==> src/rtl/mem_arbiter.sv <==
// Single-port RAM arbiter for download, video DMA and CPU requesters.
// Serialises accesses one at a time with fixed priority and a CPU anti-starvation guard.
module mem_arbiter #(
    parameter int AW           = 25,
    parameter int MEM_LAT      = 4,
    parameter int STARVE_LIMIT = 3
) (
    input  logic          clk,
    input  logic          reset,
    input  logic          dl_active,
    input  logic          dl_req,
    input  logic [AW-1:0] dl_addr,
    input  logic [7:0]    dl_wdata,
    output logic          dl_ack,
    input  logic          dma_req,
    input  logic [AW-1:0] dma_addr,
    output logic          dma_ack,
    input  logic          cpu_req,
    input  logic          cpu_we,
    input  logic [AW-1:0] cpu_addr,
    input  logic [7:0]    cpu_wdata,
    output logic          cpu_ack,
    output logic [7:0]    rdata,
    output logic [AW-1:0] mem_addr,
    output logic [7:0]    mem_din,
    output logic          mem_we,
    output logic          mem_rd,
    input  logic [7:0]    mem_dout
);
    localparam int CW = (MEM_LAT > 1) ? $clog2(MEM_LAT) : 1;
    localparam int RW = $clog2(STARVE_LIMIT + 1);

    typedef enum logic [1:0] {S_IDLE, S_ISSUE, S_WAIT, S_DONE} state_t;
    typedef enum logic [1:0] {OWN_DL, OWN_DMA, OWN_CPU} owner_t;

    state_t        r_state;
    owner_t        r_owner;
    logic          r_we;
    logic [CW-1:0] r_cnt;
    logic [RW-1:0] r_dma_run;
    logic          r_dl_ack, r_dma_ack, r_cpu_ack;
    logic          r_mem_we, r_mem_rd;
    logic [AW-1:0] r_mem_addr;
    logic [7:0]    r_mem_din, r_rdata;

    logic w_dma_ok, w_cpu_ok, w_cpu_force, w_gnt_dma, w_gnt_cpu;

    // A pending download locks out everyone else; the CPU jumps DMA once DMA has had its run.
    assign w_dma_ok    = dma_req & ~dl_active;
    assign w_cpu_ok    = cpu_req & ~dl_active;
    assign w_cpu_force = w_cpu_ok && (r_dma_run == RW'(STARVE_LIMIT));
    assign w_gnt_dma   = ~dl_req & w_dma_ok & ~w_cpu_force;
    assign w_gnt_cpu   = ~dl_req & (w_cpu_force | (w_cpu_ok & ~w_dma_ok));

    always_ff @(posedge clk or posedge reset) begin
        if (reset) begin
            r_state    <= S_IDLE;
            r_owner    <= OWN_DL;
            r_we       <= 1'b0;
            r_cnt      <= '0;
            r_dma_run  <= '0;
            r_dl_ack   <= 1'b0;
            r_dma_ack  <= 1'b0;
            r_cpu_ack  <= 1'b0;
            r_mem_we   <= 1'b0;
            r_mem_rd   <= 1'b0;
            r_mem_addr <= '0;
            r_mem_din  <= '0;
            r_rdata    <= '0;
        end else begin
            r_dl_ack  <= 1'b0;
            r_dma_ack <= 1'b0;
            r_cpu_ack <= 1'b0;
            r_mem_we  <= 1'b0;
            r_mem_rd  <= 1'b0;
            case (r_state)
                S_IDLE: begin
                    if (!cpu_req) r_dma_run <= '0;
                    // Strobes are launched at the grant edge so they are high during ISSUE.
                    if (dl_req) begin
                        r_owner    <= OWN_DL;
                        r_we       <= 1'b1;
                        r_mem_addr <= dl_addr;
                        r_mem_din  <= dl_wdata;
                        r_mem_we   <= 1'b1;
                        r_state    <= S_ISSUE;
                    end else if (w_gnt_dma) begin
                        r_owner    <= OWN_DMA;
                        r_we       <= 1'b0;
                        r_mem_addr <= dma_addr;
                        r_mem_rd   <= 1'b1;
                        r_state    <= S_ISSUE;
                        if (cpu_req && r_dma_run != RW'(STARVE_LIMIT))
                            r_dma_run <= r_dma_run + RW'(1);
                    end else if (w_gnt_cpu) begin
                        r_owner    <= OWN_CPU;
                        r_we       <= cpu_we;
                        r_mem_addr <= cpu_addr;
                        r_mem_din  <= cpu_wdata;
                        r_mem_we   <= cpu_we;
                        r_mem_rd   <= ~cpu_we;
                        r_dma_run  <= '0;
                        r_state    <= S_ISSUE;
                    end
                end
                S_ISSUE: begin
                    r_cnt   <= '0;
                    r_state <= S_WAIT;
                end
                S_WAIT: begin
                    if (r_cnt == CW'(MEM_LAT - 1)) begin
                        if (!r_we) r_rdata <= mem_dout;
                        r_dl_ack  <= (r_owner == OWN_DL);
                        r_dma_ack <= (r_owner == OWN_DMA);
                        r_cpu_ack <= (r_owner == OWN_CPU);
                        r_state   <= S_DONE;
                    end else begin
                        r_cnt <= r_cnt + CW'(1);
                    end
                end
                default: r_state <= S_IDLE;
            endcase
        end
    end

    assign dl_ack   = r_dl_ack;
    assign dma_ack  = r_dma_ack;
    assign cpu_ack  = r_cpu_ack;
    assign rdata    = r_rdata;
    assign mem_addr = r_mem_addr;
    assign mem_din  = r_mem_din;
    assign mem_we   = r_mem_we;
    assign mem_rd   = r_mem_rd;

endmodule
==> config.mk <==
export PLATFORM = sky130hd
export DESIGN_NAME = mem_arbiter
export DESIGN_NICKNAME = d
export VERILOG_FILES = /design/src/rtl/mem_arbiter.sv
export SDC_FILE = /design/constraint.sdc
export NUM_CORES = 1
export LEC_CHECK = 0
export BUFFER_PORTS_ARGS = -buffer_cell sky130_fd_sc_hd__buf_2
export CAP_MARGIN = 20
export CORE_MARGIN = 5
export CORE_UTILIZATION = 49
export DETAILED_ROUTE_END_ITERATION = 12
export GPL_TIMING_DRIVEN = 0
export PLACE_DENSITY = 0.86
export SLEW_MARGIN = 10
export SYNTH_ARGS = -nofsm -noshare
export SYNTH_HDL_FRONTEND = slang
export SYNTH_SLANG_ARGS = --single-unit
==> constraint.sdc <==
create_clock -name clk -period 3.8 [get_ports clk]
set_input_delay 0.76 -clock clk [delete_from_list [all_inputs] [get_ports clk]]
set_output_delay 0.76 -clock clk [all_outputs]
set_load 0.03 [all_outputs]
== Word level (Yosys, flattened, before mapping) ==
Cells that the tools add are included.
Widths: inputs -> output; s select.

* Add/subtract/negate cells: 2
* Eq/ne operators: 11
* Multiplexer cells: 38
* Bitwise operators: 13
* Reduce and logical (&&, ||, !) cells: 12

{| class="wikitable"
|+ Operator list
! cell !! count
|-
| $mux 25 || 3
|-
| $mux 2 || 13
|-
| $mux 8 || 3
|-
| $mux 1 || 17
|-
| $eq 2x2->1 const B || 4
|-
| $ne 2x2->1 const B || 4
|-
| $and 1x1->1 || 6
|-
| $not 1->1 || 6
|-
| $pmux 2 s3 || 1
|-
| $reduce_and 2->1 || 3
|-
| $reduce_and 3->1 || 2
|-
| $add 2x1->2 const B || 2
|-
| $eq 2x1->1 const B || 2
|-
| $logic_not 2->1 || 2
|-
| $ne 4x4->1 const B || 1
|-
| $pmux 2 s2 || 1
|-
| $reduce_bool 2->1 || 2
|-
| $reduce_bool 3->1 || 1
|-
| $logic_and 1x1->1 || 2
|-
| $or 1x1->1 || 1
|}

* Register bits: 55
* Logic and storage cells: 89

== Depth between registers and ports, before layout ==
Gate-level depths: netlist of run 1.

* Word-level depth: 10
* Depth in mapped cells: 7

== Worst setup path after synthesis of run 1 ==
OpenSTA, ideal clock, no wires.

* Kind: input-to-reg
* Start: input dl_req
* End: register r_mem_din[0] (netlist: mem_din[0])
* Library setup time: 125 ps
* Arrival time: 1,652 ps
* Slack: 2,023 ps
* Stages on the path: 4
* Path buffers: 2
* Cells stage by stage: buf_4 -> buf_4 -> mux2_2 -> mux2_4

* Longest elaborated chain between the ends: 5
* Elaborated cells between the ends (all ways): 8

{| class="wikitable"
|+ RTL lines
! item !! RTL line !! source
|-
| start: declaration || 11 || <nowiki>input logic dl_req,</nowiki>
|-
| $not 1->1 || 52, 53 ||
|-
| $and 1x1->1 (2 in a row) || 52 || <nowiki>assign w_gnt_dma = ~dl_req & w_dma_ok & ~w_cpu_force;</nowiki>
|-
| $ne 2x2->1 (no source line) || -- ||
|-
| $reduce_and 3->1 (no source line) || -- ||
|-
| end signal: assignment || 84 || <nowiki>r_mem_din <= dl_wdata;</nowiki>
|-
| end signal: assignment || 99 || <nowiki>r_mem_din <= cpu_wdata;</nowiki>
|-
| end: declaration || 44 || <nowiki>logic [7:0] r_mem_din, r_rdata;</nowiki>
|}

Several ways; a longest one is shown, not always the timed one.
A chain may end at the register's enable or synchronous reset.

== Worst setup path after layout of run 1 ==
* Start: register r_state[0]
* End: register r_mem_addr[19] (netlist: mem_addr[19])

* Longest elaborated chain between the ends: 2

{| class="wikitable"
|+ RTL lines
! item !! RTL line !! source
|-
| start: declaration || 36 || <nowiki>state_t r_state;</nowiki>
|-
| start signal: assignment || 57 || <nowiki>r_state <= S_IDLE;</nowiki>
|-
| start signal: assignment || 86 || <nowiki>r_state <= S_ISSUE;</nowiki>
|-
| start signal: assignment || 92 || <nowiki>r_state <= S_ISSUE;</nowiki>
|-
| $logic_not 2->1 || 76 || <nowiki>case (r_state)</nowiki>
|-
| $reduce_and 2->1 (no source line) || -- ||
|-
| end signal: assignment || 83 || <nowiki>r_mem_addr <= dl_addr;</nowiki>
|-
| end signal: assignment || 90 || <nowiki>r_mem_addr <= dma_addr;</nowiki>
|-
| end signal: assignment || 98 || <nowiki>r_mem_addr <= cpu_addr;</nowiki>
|-
| end: declaration || 43 || <nowiki>logic [AW-1:0] r_mem_addr;</nowiki>
|}

Every way passes these cells.

==> impl_metrics.yaml, run 1 <==
sta:
  rsz0062_at_grt: "false"
  setup_violations: 0
  hold_viol_final: 0
  fin_skew_ps: 3.33
  fin_crit_sh_pct: 47.6
  slew_headroom_pct: 54.3
  finalSetupTns_ps: 0
  period_minus_slack_ps: 1810
  slew_viol_final: 0
  tightest_slew_ps: 684
  max_freq_mhz: 553
logic_synthesis:
  synth_commonest_cells: "dfrtp_1, nor3_1, nand2_1, o21ai_0, mux2_2"
  avgSynthCellArea_sq_um: 10.5
  synth_seq_area_share_pct: 47.3
  synthTopCellsByArea: "dfrtp_1, mux2_2, nor3_1, o31ai_1, mux2_4"
  ys_warn_count: 0
  synth_seq_cells: 55
  yosysUniqueCellTypes: 43
  syn_inst: 278
  ys.flop_type: "dfrtp_1"
  synth_edf_count: 0
  syn-num-nets: 390
  yosysTopAreaCell: "dfrtp_1"
  synth_area_sq_um: 2910
  synth_top_area_share_pct: 47.3
  synth.most_common_cell: "dfrtp_1"
  synthArstFlopShare_pct: 100
grt:
  grt_max_degree: 32
  grt-ovfl-total: 0
  grt_pass1_vias: 3053
  grt_first_pass_wirelength_um: 14300
  grt_antenna_before_repair: 0
  grt_use_total_pct: 24.0
clocking:
  post_cts_buffers: 0
  clock_latency_ps: 310
  cts_made_buffers: 5
  clockBufferDepth: 2
  post_cts_resized: 0
  cts_root_buf: "clkbuf_8"
  cts_hold_repair.buffers: 0
  clkTransAtPathRegs_ps: 100
  h-tree-depth: 2
  cts_tree: "yes"
  cts_sinks: 55
floorplan:
  rows: 28
  io-pin-count: 152
  die_h_um: 87.1
  core_sq_um: 5850
  dieArea_sq_um: 7580
  die_w_um: 87.1
  initial_core_util_pct: 49.7
critical_path:
  critPathRequiredTime_ps: 4020
  critPathBufInv: 2
  cp_cell_sequence: "inv_1 > ha_1 > a21boi_4 > buf_2 > nor2_1 > a31oi_1"
  cp_top_family: "compound AO/OA/AOI/OAI gates"
  cp_max_fo: 10
  critPathLaunchType: "register"
  worstSetupPathType: "register to register"
  crit_start: "r_state[0]"
  crit_arrival_ps: 2030
  timing.rr.start: "r_state[0]"
  critPathMaxStageDelay_ps: 420
  critPathCaptureType: "register"
  crit_slowest_cell: "dfrtp_1"
finish:
  layout-drive-gt1-share_pct: 50.1
  stdcell_count: 512
  diodes: 0
  fin_nets: 548
  syn_to_final_growth_pct: 33.8
  nFillCells: 456
job:
  maxCapViolCount: 0
place:
  gp_congestion: 0.893
  io_buffers: 150
  place_inst: 504
  hpwl_um: 6870
routing:
  drt_iter0_drc: 132
  postRouteAntennaNets: 0
  vias: 2912
  drcViolationCount: 0
  via_per_inst: 5.69
  wire_per_inst_um: 17.6
  first_pass_iters: 5
  drt-total-wl_um: 9010
pwr:
  p_leak_nw: 1.94
  p_per_area_nw_per_um2: 764
  ir_drop_v: 0.000463
min_path:
  hold_path_class: "register to register"
  hold_start: "r_owner[1]"
outcome:
  outcome: "complete, no violations"
==> logic make-up (layout without fill, tap and decap cells) <==
family / after synthesis / count (layout) / share of synthesized area (%)
and+or+nand+nor: 99 / 99 / 17.5
AOI/OAI and AO/OA: 64 / 64 / 15.0
DFF: 55 / 55 / 47.3
muxes: 27 / 27 / 11.3
adders and majority gates: 6 / 6 / 2.58
buffers and inverters: 27 / 186 / 6.36
==> layer usage <==
metal	share of wire (%)	global-route usage (%)	wire [um]
met2	50	40.0	4460
met1	38	30.2	3380
met5	0	0	0
met4	2.6	10.2	238
met3	10	5.01	927
==> per-stage QoR <==
step	hold slack, ps	cell area (sq um)	worst slack (ps)	utilization (%)	power [W]
floorplan	430	2910	1700	-	0.00210
global placement	439	3750	1040	64.2	0.00251
detailed placement	448	3770	1800	64.5	0.00258
CTS	470	3890	2020	66.5	0.00298
global route	492	3890	1810	66.5	0.00315
finish	470	3890	1990	66.5	0.00297
==> final timing paths <==
kind / end / cells past startpoint / slack [ps]
hold reg to reg: dma_ack / 1 / 470
max in group asynchronous: r_state[0] / 3 / 2680
hold / removal: dma_ack / 1 / 470
setup / recovery: mem_addr[19] / 6 / 1990
setup reg to reg: mem_addr[19] / 6 / 1990
min in group asynchronous: mem_addr[11] / 2 / 540
==> cell usage in the layout (no fill, tap or decap), types with 2 or more instances in the layout <==
cell type	instances
nand2_1	21
inv_2	3
buf_2	159
mux2_2	19
nor3_2	3
ha_1	6
dfrtp_1	55
inv_1	3
buf_12	2
buf_4	3
nand3_1	18
o31ai_1	15
clkbuf_8	6
nor2_1	13
nor3_1	32
nor3b_1	2
buf_6	6
a31oi_1	9
a21oi_1	9
mux2_4	7
a22o_1	2
o21ai_0	20
==> state kept, by name, summed over array words and instances, names as in the netlist <==
signal	flops
mem_we	1
rdata	8
dma_ack	1
dl_ack	1
mem_din	8
r_we	1
cpu_ack	1
r_cnt	2
mem_addr	25
r_state	2
mem_rd	1
r_owner	2
r_dma_run	2
==> layout make-up <==
| class | instances | area (sq um) | share of cell area [%] |
|---|---|---|---|
| sequential | 55 | 1380 | 35.4 |
| multi-input combinational | 196 | 1350 | 34.6 |
| timing repair buffer | 151 | 771 | 19.8 |
| buffer | 21 | 163 | 4.18 |
| tap | 75 | 93.8 | 2.41 |
| clock buffer | 6 | 82.6 | 2.12 |
| clock inverter | 2 | 35.0 | 0.900 |
| inverter | 6 | 22.5 | 0.579 |
==> where the power goes <==
part	internal (W)	leakage (nW)	total, W	switching, W
Combinational	0.000587	1.21	0.00157	0.000980
Clock	0.000213	0.0612	0.000404	0.000190
Sequential	0.000855	0.666	0.00100	0.000148
Total	0.00165	1.94	0.00297	0.00132
Power figures use the tool's default switching activity.
==> run 2: changes to the inputs <==
ABC_AREA = 1   (was default)
CORE_UTILIZATION = 46   (was 49)
PLACE_DENSITY = 0.8   (was 0.86)
clock period = 1.7 ns   (was 3.8 ns; I/O delays follow)
==> run 2 against run 1 <==
Effect of this change: critical path depth increased by 1; setup slack got worse by 1900 ps; non-clock buffer count decreased by 1; power increased by 110%; fmax increased by 12%; clock power increased by 88%; sequential power increased by 120%; critical endpoint is now mem_addr[24]; largest power group unchanged; highest routed layer unchanged.
==> impl_metrics.yaml, run 2 <==
floorplan:
  initial_core_util_pct: 47.9
  core_sq_um: 6460
  die_h_um: 92
  dieArea_sq_um: 8460
  rows: 29
  die_w_um: 92
  io-pin-count: 152
routing:
  via_per_inst: 4.89
  wire_per_inst_um: 14.1
  first_pass_iters: 5
  drcViolationCount: 0
  vias: 3186
  postRouteAntennaNets: 0
  drt_iter0_drc: 85
  drt-total-wl_um: 9190
sta:
  fin_crit_sh_pct: 94.9
  tightest_slew_ps: 578
  slew_viol_final: 0
  period_minus_slack_ps: 1610
  hold_viol_final: 0
  max_freq_mhz: 620
  fin_skew_ps: 8.08
  setup_violations: 0
  slew_headroom_pct: 61.4
  hold_slack_ps: 44.9
place:
  io_buffers: 151
  hpwl_um: 7210
  place_inst: 642
  gp_congestion: 0.776
clocking:
  cts_made_buffers: 5
  post_cts_buffers: 0
  clockBufferDepth: 2
  clock_latency_ps: 310
  cts_sinks: 55
  h-tree-depth: 2
  clkTransAtPathRegs_ps: 100
  cts_hold_repair.buffers: 0
  cts_tree: "yes"
  cts_root_buf: "clkbuf_8"
min_path:
  hold_path_class: "primary input to asynchronous set/reset pin"
logic_synthesis:
  yosysUniqueCellTypes: 27
  ys_warn_count: 0
  synth_top_area_share_pct: 44.5
  ys.flop_type: "dfrtp_1"
  synth_seq_area_share_pct: 44.5
  synth_commonest_cells: "nand2_1, nand3_1, dfrtp_1, nor2_1, inv_1"
  synth_edf_count: 0
  syn_inst: 413
  yosysTopAreaCell: "dfrtp_1"
  syn-num-nets: 525
  synth_area_sq_um: 3090
  synthTopCellsByArea: "dfrtp_1, nand2_1, nand3_1, mux2_4, nor2_1"
  synthArstFlopShare_pct: 100
  synth.most_common_cell: "nand2_1"
  avgSynthCellArea_sq_um: 7.49
  synth_seq_cells: 55
finish:
  nFillCells: 605
  utilization_pct: 63.4
  fin_nets: 685
  multi_input_area_sq_um: 1520
  seqCellArea_sq_um: 1380
  largest_reg_flops: 25
  final_common_cell: "nand2_1"
  stdcell_count: 651
  final_cell_mix: "nand2_1, buf_2, nand3_1"
  layout-drive-gt1-share_pct: 36.6
  syn_to_final_growth_pct: 32.4
  diodes: 0
critical_path:
  rrSetupSlack_ps: 90
  worstSetupPathType: "register to register"
  critPathMaxStageDelay_ps: 410
  cp_max_fo: 10
  timing.rr.start: "r_dma_run[0]"
  cp_cell_sequence: "ha_2 > nand3_4 > clkbuf_2 > nand3_1 > nand3_1 > nand2_1 > nand2_1"
  r2r-end: "mem_addr[24]"
  critPathRequiredTime_ps: 1900
  critPathLaunchType: "register"
  ff2ff_path_depth: 7
  critPathCaptureType: "register"
  crit_arrival_ps: 1820
  crit_slowest_cell: "dfrtp_1"
pwr:
  p_leak_nw: 2.41
  p_int_w: 0.00333
  swShare_pct: 47.5
  p_switching_w: 0.00301
  p_per_area_nw_per_um2: 1550
  clkPwrFrac_pct: 12.0
  seqPwrFrac_pct: 35.2
  ir_drop_v: 0.000817
  p_comb_share_pct: 52.8
grt:
  grt_pass1_vias: 3061
  grt_antenna_before_repair: 0
  grt_use_total_pct: 21.4
  grt_max_degree: 34
  grt_first_pass_wirelength_um: 14700
  grt-ovfl-total: 0
outcome:
  outcome: "complete, no violations"
job:
  maxCapViolCount: 0
## run 2: per-layer routing
metal,up-vias,track usage (%),routed length (um)
met5,-,0,0
met4,0,5.45,129
met3,8,5.56,753
met2,117,38.1,4590
met1,1445,25.8,3720
li1,1616,-,-
## run 2: power by group through the flow
stage               Sequential, W  Clock (W)  Combinational (W)
finish                    0.00224   0.000761            0.00335
global route              0.00231   0.000846            0.00365
CTS                       0.00222   0.000790            0.00333
detailed placement        0.00223          0            0.00333
global placement          0.00220          0            0.00322
floorplan                 0.00318          0            0.00132
## run 2: per-stage QoR
stage          power, W  area [sq um]  setup TNS, ps  worst slack, ps
2_1_floorplan   0.00450          3090              0             17.1
3_5_place_dp    0.00557          3970          -36.5            -21.5
3_3_place_gp    0.00542          3950         -35220             -644
5_1_grt         0.00681          4100          -55.5            -30.9
6_report        0.00635          4100              0             87.2
4_1_cts         0.00634          4070              0             7.04
## run 2: how the worst max path moves through the flow
stage | cells after the start | start | to
global placement | 2 | reset | mem_addr[19]
detailed placement | 7 | r_dma_run[0] | mem_addr[24]
CTS | 6 | r_state[0] | rdata[7]
global route | 8 | r_state[0] | r_dma_run[1]
floorplan | 1 | reset | cpu_ack
finish | 7 | r_dma_run[0] | mem_addr[24]
## run 2: kinds of logic after synthesis
| family | share of synthesized area [%] |
|---|---|
| adders and majority gates | 2.43 |
| AOI/OAI and AO/OA | 2.10 |
| buffers and inverters | 6.96 |
| and+or+nand+nor | 40.1 |
| DFF | 44.5 |
| muxes | 3.88 |
## run 2: final cells by class
type	instances	share of cell area, %
clock inverter	2	0.397
timing repair inverter	1	0.122
inverter	25	2.38
sequential	55	33.6
clock buffer	6	2.02
tap	77	2.35
multi-input combinational	314	37.1
buffer	19	3.05
timing repair buffer	152	18.9
## run 2: repair_timing
action / in CTS / in global routing
cloned: 0 / 1
endpoints found under the setup margin: 10 / 43
gates resized for setup: 1 / 10
## run 2: worst max-delay path: cells and delay by family, from the launching register on
family	cells	cell delay [ps]
flops	1	410
buf+inv	1	260
simple gates	5	560
fa+ha+maj	1	260
